$ cat config.mk
export PLATFORM = sky130hd
export DESIGN_NAME = matmul_sequencer
export DESIGN_NICKNAME = d
export VERILOG_FILES = /design/src/rtl/matmul_sequencer.sv
export SDC_FILE = /design/constraint.sdc
export NUM_CORES = 1
export LEC_CHECK = 0
export ABC_AREA = 1
export BUFFER_PORTS_ARGS = -buffer_cell sky130_fd_sc_hd__buf_4
export CAP_MARGIN = 25
export CORE_MARGIN = 2
export CORE_UTILIZATION = 53
export DETAILED_ROUTE_END_ITERATION = 12
export PLACE_DENSITY = 0.83
export SLEW_MARGIN = 20
export SYNTH_ARGS = -nofsm -noshare
export SYNTH_HDL_FRONTEND = slang
export SYNTH_SLANG_ARGS = --single-unit
$ cat constraint.sdc
create_clock -name clk_i -period 3.3 [get_ports clk_i]
set_input_delay 0.165 -clock clk_i [delete_from_list [all_inputs] [get_ports clk_i]]
set_output_delay 0.165 -clock clk_i [all_outputs]
set_load 0.005 [all_outputs]
$ cat src/rtl/matmul_sequencer.sv
// Matrix-multiply sequencer: one LOAD/FEED/DRAIN/WRITE/DONE pass per start request.
// Optional busy-cycle performance counter enabled by defining MATMUL_PERF_CNT_EN.
//
// state | meaning
// IDLE  | waiting for the control start bit
// LOAD  | fields latched, PE accumulators cleared
// FEED  | one A column / B row fetched per cycle, K cycles
// DRAIN | PE pipeline drain, DRAIN_CYCLES cycles
// WRITE | result rows written back (bias read first when mode = 1)
// DONE  | completion pulse to the control register
module matmul_sequencer #(
  parameter int DIM_W        = 2,
  parameter int MAX_DIM      = 4,
  parameter int DRAIN_CYCLES = 6,
  parameter int CNT_W        = 16
) (
  input  logic             clk_i,
  input  logic             rst_ni,
  input  logic             start_bit_i,
  input  logic             mode_bit_i,
  input  logic [1:0]       write_target_i,
  input  logic [1:0]       read_target_i,
  input  logic [DIM_W-1:0] n_dim_i,
  input  logic [DIM_W-1:0] k_dim_i,
  input  logic [DIM_W-1:0] m_dim_i,
  output logic             clear_start_o,
  output logic             busy_o,
  output logic             done_o,
  output logic             pe_clear_o,
  output logic             op_rd_en_o,
  output logic [DIM_W-1:0] op_k_o,
  output logic             sp_rd_en_o,
  output logic [1:0]       sp_rd_target_o,
  output logic             sp_wr_en_o,
  output logic [1:0]       sp_wr_target_o,
  output logic [DIM_W-1:0] row_o,
  output logic             bias_en_o,
  output logic [CNT_W-1:0] cycle_count_o
);

  localparam int IDX_W = (MAX_DIM > 1) ? $clog2(MAX_DIM) : 1;
  localparam int DRN_W = (DRAIN_CYCLES > 1) ? $clog2(DRAIN_CYCLES) : 1;

  typedef enum logic [2:0] {
    S_IDLE, S_LOAD, S_FEED, S_DRAIN, S_WRITE, S_DONE
  } state_t;

  state_t           state;
  logic             mode_q;
  logic             phase_q;
  logic [IDX_W-1:0] n_last_q;
  logic [IDX_W-1:0] k_last_q;
  logic [IDX_W-1:0] m_last_q;
  logic [DRN_W-1:0] drain_cnt;

  // M only masks PE columns downstream; it is held but drives no count here.
  logic unused_m_last;
  assign unused_m_last = ^m_last_q;

  always_ff @(posedge clk_i or negedge rst_ni) begin
    if (!rst_ni) begin
      state          <= S_IDLE;
      mode_q         <= 1'b0;
      phase_q        <= 1'b0;
      n_last_q       <= '0;
      k_last_q       <= '0;
      m_last_q       <= '0;
      drain_cnt      <= '0;
      clear_start_o  <= 1'b0;
      busy_o         <= 1'b0;
      done_o         <= 1'b0;
      pe_clear_o     <= 1'b0;
      op_rd_en_o     <= 1'b0;
      op_k_o         <= '0;
      sp_rd_en_o     <= 1'b0;
      sp_rd_target_o <= '0;
      sp_wr_en_o     <= 1'b0;
      sp_wr_target_o <= '0;
      row_o          <= '0;
      bias_en_o      <= 1'b0;
    end else begin
      clear_start_o <= 1'b0;
      done_o        <= 1'b0;
      pe_clear_o    <= 1'b0;
      op_rd_en_o    <= 1'b0;
      sp_rd_en_o    <= 1'b0;
      sp_wr_en_o    <= 1'b0;
      bias_en_o     <= 1'b0;
      case (state)
        S_IDLE: begin
          if (start_bit_i) begin
            state          <= S_LOAD;
            busy_o         <= 1'b1;
            pe_clear_o     <= 1'b1;
            mode_q         <= mode_bit_i;
            sp_rd_target_o <= read_target_i;
            sp_wr_target_o <= write_target_i;
            n_last_q       <= IDX_W'(n_dim_i);
            k_last_q       <= IDX_W'(k_dim_i);
            m_last_q       <= IDX_W'(m_dim_i);
          end
        end
        S_LOAD: begin
          state      <= S_FEED;
          op_rd_en_o <= 1'b1;
          op_k_o     <= '0;
        end
        S_FEED: begin
          if (op_k_o == DIM_W'(k_last_q)) begin
            state     <= S_DRAIN;
            op_k_o    <= '0;
            drain_cnt <= DRN_W'(DRAIN_CYCLES - 1);
          end else begin
            op_rd_en_o <= 1'b1;
            op_k_o     <= op_k_o + DIM_W'(1);
          end
        end
        S_DRAIN: begin
          if (drain_cnt == '0) begin
            state   <= S_WRITE;
            row_o   <= '0;
            phase_q <= 1'b0;
            if (mode_q) sp_rd_en_o <= 1'b1;
            else        sp_wr_en_o <= 1'b1;
          end else begin
            drain_cnt <= drain_cnt - DRN_W'(1);
          end
        end
        S_WRITE: begin
          // Bias mode: read row r one cycle, write it (with bias) the next.
          if (mode_q && !phase_q) begin
            phase_q    <= 1'b1;
            sp_wr_en_o <= 1'b1;
            bias_en_o  <= 1'b1;
          end else if (row_o == DIM_W'(n_last_q)) begin
            state         <= S_DONE;
            phase_q       <= 1'b0;
            row_o         <= '0;
            clear_start_o <= 1'b1;
            done_o        <= 1'b1;
          end else begin
            phase_q <= 1'b0;
            row_o   <= row_o + DIM_W'(1);
            if (mode_q) sp_rd_en_o <= 1'b1;
            else        sp_wr_en_o <= 1'b1;
          end
        end
        S_DONE: begin
          state  <= S_IDLE;
          busy_o <= 1'b0;
        end
        default: begin
          state  <= S_IDLE;
          busy_o <= 1'b0;
        end
      endcase
    end
  end

`ifdef MATMUL_PERF_CNT_EN
  logic [CNT_W-1:0] perf_cnt;

  // Restarting at 1 on the start edge counts the LOAD cycle itself.
  always_ff @(posedge clk_i or negedge rst_ni) begin
    if (!rst_ni) begin
      perf_cnt      <= '0;
      cycle_count_o <= '0;
    end else begin
      if (state == S_IDLE && start_bit_i) perf_cnt <= CNT_W'(1);
      else if (busy_o)                    perf_cnt <= perf_cnt + CNT_W'(1);
      if (state == S_DONE) cycle_count_o <= perf_cnt;
    end
  end
`else
  assign cycle_count_o = '0;
`endif

endmodule

Yosys cells after proc, flatten, opt, wreduce, memory -nomap -nowiden:

Index checks and enable logic that the tools add are counted.

* bits of input ports: 14
* output and inout port bits: 32
* register bits: 27
* logic and storage cells: 85

* add/sub/neg operators: 3
* equal/unequal tests: 12
* mux-type cells: 38
* bitwise operators: 1
* reduce and logical (&&, ||, !) cells: 14

Operators by type and width (number)
* $mux 3: 7
* $mux 1: 18
* $pmux 3 s5: 1
* $ne 2x2->1 const B: 6
* $pmux 1 s2: 5
* $mux 2: 4
* $pmux 2 s2: 2
* $eq 3x2->1 const B: 2
* $logic_not 3->1: 2
* $pmux 3 s2: 1
* $reduce_and 2->1: 3
* $reduce_and 3->1: 2
* $reduce_bool 2->1: 3
* $reduce_and 5->1: 1
* $add 2x1->2 const B: 2
* $eq 2x2->1: 2
* $reduce_or 4->1: 1
* $eq 3x1->1 const B: 1
* $eq 3x3->1 const B: 1
* $sub 3x1->3 const B: 1
* $logic_and 1x1->1: 1
* $logic_not 1->1: 1
* $not 1->1: 1

Logic depth before layout (Yosys ltp):

* word-level depth: 4
* gate-level depth with buffers: 9
* mapped depth without buffers: 9

Worst setup path after synthesis:

OpenSTA, ideal clock, no wires.

* path kind: reg2reg
* from: register state[0]
* to: register mode_q
* data required time: 3.182 ns
* clock period less this slack: 1.151 ns
* setup time: 0.118 ns
* buffers on the path: 1
* data arrival time: 1.032 ns
* setup slack: 2.149 ns
* stages on the path, launching flop included: 8
* cell sequence: dfrtp_1 inv_1 nand2_2 nor2_2 nand2_4 inv_4 buf_6 o21ai_2

* word-level cells in the longest chain between the ends: 2

Ends and longest elaborated chain
* from (decl): RTL line 48 `state_t state;`
* from (signal assigned): RTL line 62 `state <= S_IDLE;`
* from (signal assigned): RTL line 92 `state <= S_LOAD;`
* from (signal assigned): RTL line 104 `state <= S_FEED;`
* $logic_not 3->1: RTL line 89 `case (state)`
* $reduce_and 2->1 (no source line)
* to (signal assigned): RTL line 95 `mode_q <= mode_bit_i;`
* to (decl): RTL line 49 `logic mode_q;`

Every way passes these cells.
A chain may end at the register's enable or synchronous reset.

Final worst setup path:

* from: register drain_cnt[0]
* to: register phase_q

* word-level cells in the longest chain between the ends: 3

Ends and longest elaborated chain
* from (decl): RTL line 54 `logic [DRN_W-1:0] drain_cnt;`
* from (signal assigned): RTL line 112 `drain_cnt <= DRN_W'(DRAIN_CYCLES - 1);`
* from (signal assigned): RTL line 126 `drain_cnt <= drain_cnt - DRN_W'(1);`
* $logic_not 3->1: RTL line 119 `if (drain_cnt == '0) begin`
* $ne 2x2->1 (no source line)
* $reduce_and 2->1 (no source line)
* to (signal assigned): RTL line 122 `phase_q <= 1'b0;`
* to (signal assigned): RTL line 132 `phase_q <= 1'b1;`
* to (signal assigned): RTL line 137 `phase_q <= 1'b0;`
* to (decl): RTL line 50 `logic phase_q;`

Every way passes these cells.

==> metrics.md <==
| Metric | Value |
|---|---|
| Result of the run | finished clean |
| Final Critical Period | roughly 1.3 ns |
| Critical register-to-register path endpoint | phase_q |
| First-pass detailed-route iteration total | 4 |
| RSZ-0062 raised after global routing | false |
| Worst voltage drop across the vdd grid | approximately 0.5 mV |
| Fillers | 210 |
| Cells after DPL | 220 |
| R2R setup slack | 1.95 ns |
| Cells taking the most area after synthesis | sky130_fd_sc_hd__dfrtp_1, sky130_fd_sc_hd__nand2_1, sky130_fd_sc_hd__buf_4 |
| Maximum root-to-sink buffer count | 2 |
| Count of input and output buffers | 27 |
| Area of combinational cells with multiple inputs | around 560 um2 |
| Seq cells post-synth | 27 |
| Hold-critical path depth | 3 |
| Global placer's final weighted congestion | approximately 0.84 |
| Async set-reset flop share out of synthesis | 1.00 |
| Resized Gates After CTS | 0 |
| Source-to-sink clock delay at the later pin of the worst-skew pair | between 0.3 and 0.4 ns |
| Syn Std Cell Area | 1410 um2 |
| Startpoint of the worst-slack reg-to-reg timing path | drain_cnt[0] |
| Number of ports placed on the die boundary | 46 |
| Global router's overall resource usage | 0.165 |
| Yosys warns | 0 |
| Via count of the routed design | approximately 1100 |
| Leak Pwr | 0.000908 uW |
| Layout cells sized above 1 | 0.241 |
| Syn Inst Count | 166 |
| Area post-placement | 1560 um2 |
| Post-route non-filler standard cell count | 225 |
| Dominant register cell in the synthesized netlist | sky130_fd_sc_hd__dfrtp_1 |
| Max-Cap Viols | 0 |
| Final HPWL from detailed placement | 1850 um |
| Number of DRC markers after the initial detailed-route iteration | 17 |
| Share of Yosys cell area claimed by the top area cell type | 0.480 |
| Overflow left after global routing | 0 |
| Setup Skew | about 0.0077 ns |
| Place WS | 2.00 ns |
| CTS tree | done |
| Period Utilization, post-route | 0.408 |
| H-tree levels | 1 |
| Signal arrival time at the worst endpoint | around 1.6 ns |
| Cell taking the most area after synthesis | sky130_fd_sc_hd__dfrtp_1 |
| Count of endpoints failing setup in the final report | 0 |
| Number of distinct library cells after synthesis | 25 |
| Residual DRC | 0 |
| Number of buffers added by the clock tree synthesis step | 3 |
| First-pass GRT wire length | 4170 um |
| Via count of the first global-routing pass | between 1000 and 1500 |
| Total number of clock tree sinks | 27 |
| WL final | 2390 um |
| Minimum setup slack in the final design | a little under 2 ns |
| Buffers plus inverters on the worst setup path | 2 |
| Maximum number of pins on one net before global-route repair | 28 |
| Cells along the critical path | inv_1 -> ha_1 -> nand2_1 -> inv_1 -> nand2_1 -> o21ai_0 -> o21ai_0 |
| Startpoint class of the critical path | register |
| Final design instance area without fill | between 1500 and 2000 um2 |
| Count of endpoints failing hold in the final timing report | 0 |
| Final #Nets | approximately 210 |
| Pwr dens | between 700 and 800 nW/um2 |
| Proportion of synthesized chip area in sequential cells | 0.480 |
| Total die area | between 3000 and 4000 um2 |
| Mapped Avg Cell Area | between 8 and 9 um2 |
| # diodes | 0 |
| Crit-path max cell delay | approximately 0.40 ns |
| EDFF count, synth | 0 |
| Count of final max-slew check failures | 0 |
| Worst EP required | ~3.5 ns |
| Worst min-delay path endpoint | sp_rd_target_o[1] |
| Commonest non-fill, non-tap cells in the layout | sky130_fd_sc_hd__nand2_1, sky130_fd_sc_hd__dfrtp_1, sky130_fd_sc_hd__buf_4 |
| Upper clock frequency limit | between 700 and 800 MHz |
| Area grow syn2layout | 13.9% |
| Vert. Die Dim | 55.5 um |
| Total Negative Setup Slacks | 0 ns |
| Crit-path leading delay family | flip-flops |
| Clock transition at the registers of the reported paths | about 0.14 ns |
| Clock Tree Root | sky130_fd_sc_hd__clkbuf_4 |
| Initial antenna violation count | 0 |
| WL/cell | roughly 11 um |
| Per-cell via count in the routed design | around 4.8 |
| Cells on worst reg2reg path | 7 |
| Type of the setup path with the least slack | reg -> reg |
| Type of element capturing the critical path | register |
| Cell at the slowest stage of the critical path | sky130_fd_sc_hd__dfrtp_1 |
| Flip-flop and latch area | ~680 um2 |
| Hold Path Class | in -> reg |
| Hold path start | read_target_i[1] |
| Number of routed nets with antenna violations | 0 |
| Die Span X | about 56 um |
| Maximum fanout count along the critical path | 4 |
| Worst hold margin | roughly 0.023 ns |
| Initial core utilization | 0.563 |
| Most common library cell in the layout ignoring fill and taps | sky130_fd_sc_hd__nand2_1 |
| Number of rows created at floorplan | 18 |
| CORE AREA | between 2000 and 2500 um2 |
[worst max-delay path by stage]
stage / from / to / slack, ns / cells past startpoint
floorplan: state[0] / mode_q / 2.15 / 7
finish: drain_cnt[0] / phase_q / 1.95 / 7
CTS: drain_cnt[0] / phase_q / 1.96 / 7
detailed placement: drain_cnt[0] / phase_q / 2.00 / 7
global placement: state[2] / state[0] / 2.08 / 6
global route: drain_cnt[0] / phase_q / 1.78 / 7
[tightest hold or removal path, delay by kind of cell]
family                 cells  cell delay, ns
buffers and inverters      1            0.07
and+or+nand+nor            2            0.08
[synthesized netlist by cell type, types with 3 or more instances]
library cell              count
sky130_fd_sc_hd__dfrtp_1     27
sky130_fd_sc_hd__nand3_1      6
sky130_fd_sc_hd__buf_4       17
sky130_fd_sc_hd__inv_1       19
sky130_fd_sc_hd__o21ai_0      9
sky130_fd_sc_hd__nor2_1       4
sky130_fd_sc_hd__o21ai_2      5
sky130_fd_sc_hd__nand2_1     53
sky130_fd_sc_hd__nand2_2      3
[registers in the layout (all words and copies together) (netlist names)]
name            cells
bias_en_o           1
busy_o              1
done_o              1
drain_cnt           3
k_last_q            2
mode_q              1
n_last_q            2
op_k_o              2
op_rd_en_o          1
pe_clear_o          1
phase_q             1
row_o               2
sp_rd_en_o          1
sp_rd_target_o      2
sp_wr_en_o          1
sp_wr_target_o      2
state               3
[final cells by class]
| type | instances | share of cell area |
|---|---|---|
| flip-flops and latches | 27 | 0.422 |
| multi-input cells | 114 | 0.350 |
| repair buffers | 28 | 0.133 |
| inverters | 22 | 0.0547 |
| well taps | 30 | 0.0234 |
| clock buffers | 3 | 0.0141 |
| clock inverters | 1 | 0.00312 |
[where the power goes]
group / internal, uW / leakage (uW) / switching, uW
logic: 235 / 0.000547 / 348
clock network: 45.4 / 0.0000177 / 93.7
registers: 451 / 0.000344 / 95.3
total: 732 / 0.000908 / 537
[metrics by stage]
stage                util  total power, uW
floorplan               -              966
detailed placement  0.626             1130
global placement    0.626             1090
global route        0.641             1380
CTS                 0.641             1270
finish              0.641             1270
[cell families after synthesis]
group / count (synthesis) / synth area share
other: 1 / 0.00267
buffers and inverters: 40 / 0.161
DFF: 27 / 0.480
and+or+nand+nor: 74 / 0.238
adders and majority gates: 2 / 0.0178
xor gates and xnor gates: 2 / 0.0125
AOI/OAI and AO/OA: 20 / 0.0881
[routing by layer]
layer	vias to the layer above	global-route usage	share of wire
met3	4	0.0258	0.054
met1	494	0.210	0.44
met2	45	0.281	0.50
met5	-	0	0
li1	537	-	-
met4	0	0.0662	0.013
[what timing repair did]
item                                   CTS  global route
hold buffers                             1             0
endpoints found under the hold margin   27             0
setup buffers                            0             0
Note: power is estimated with default switching activity, not from simulation.
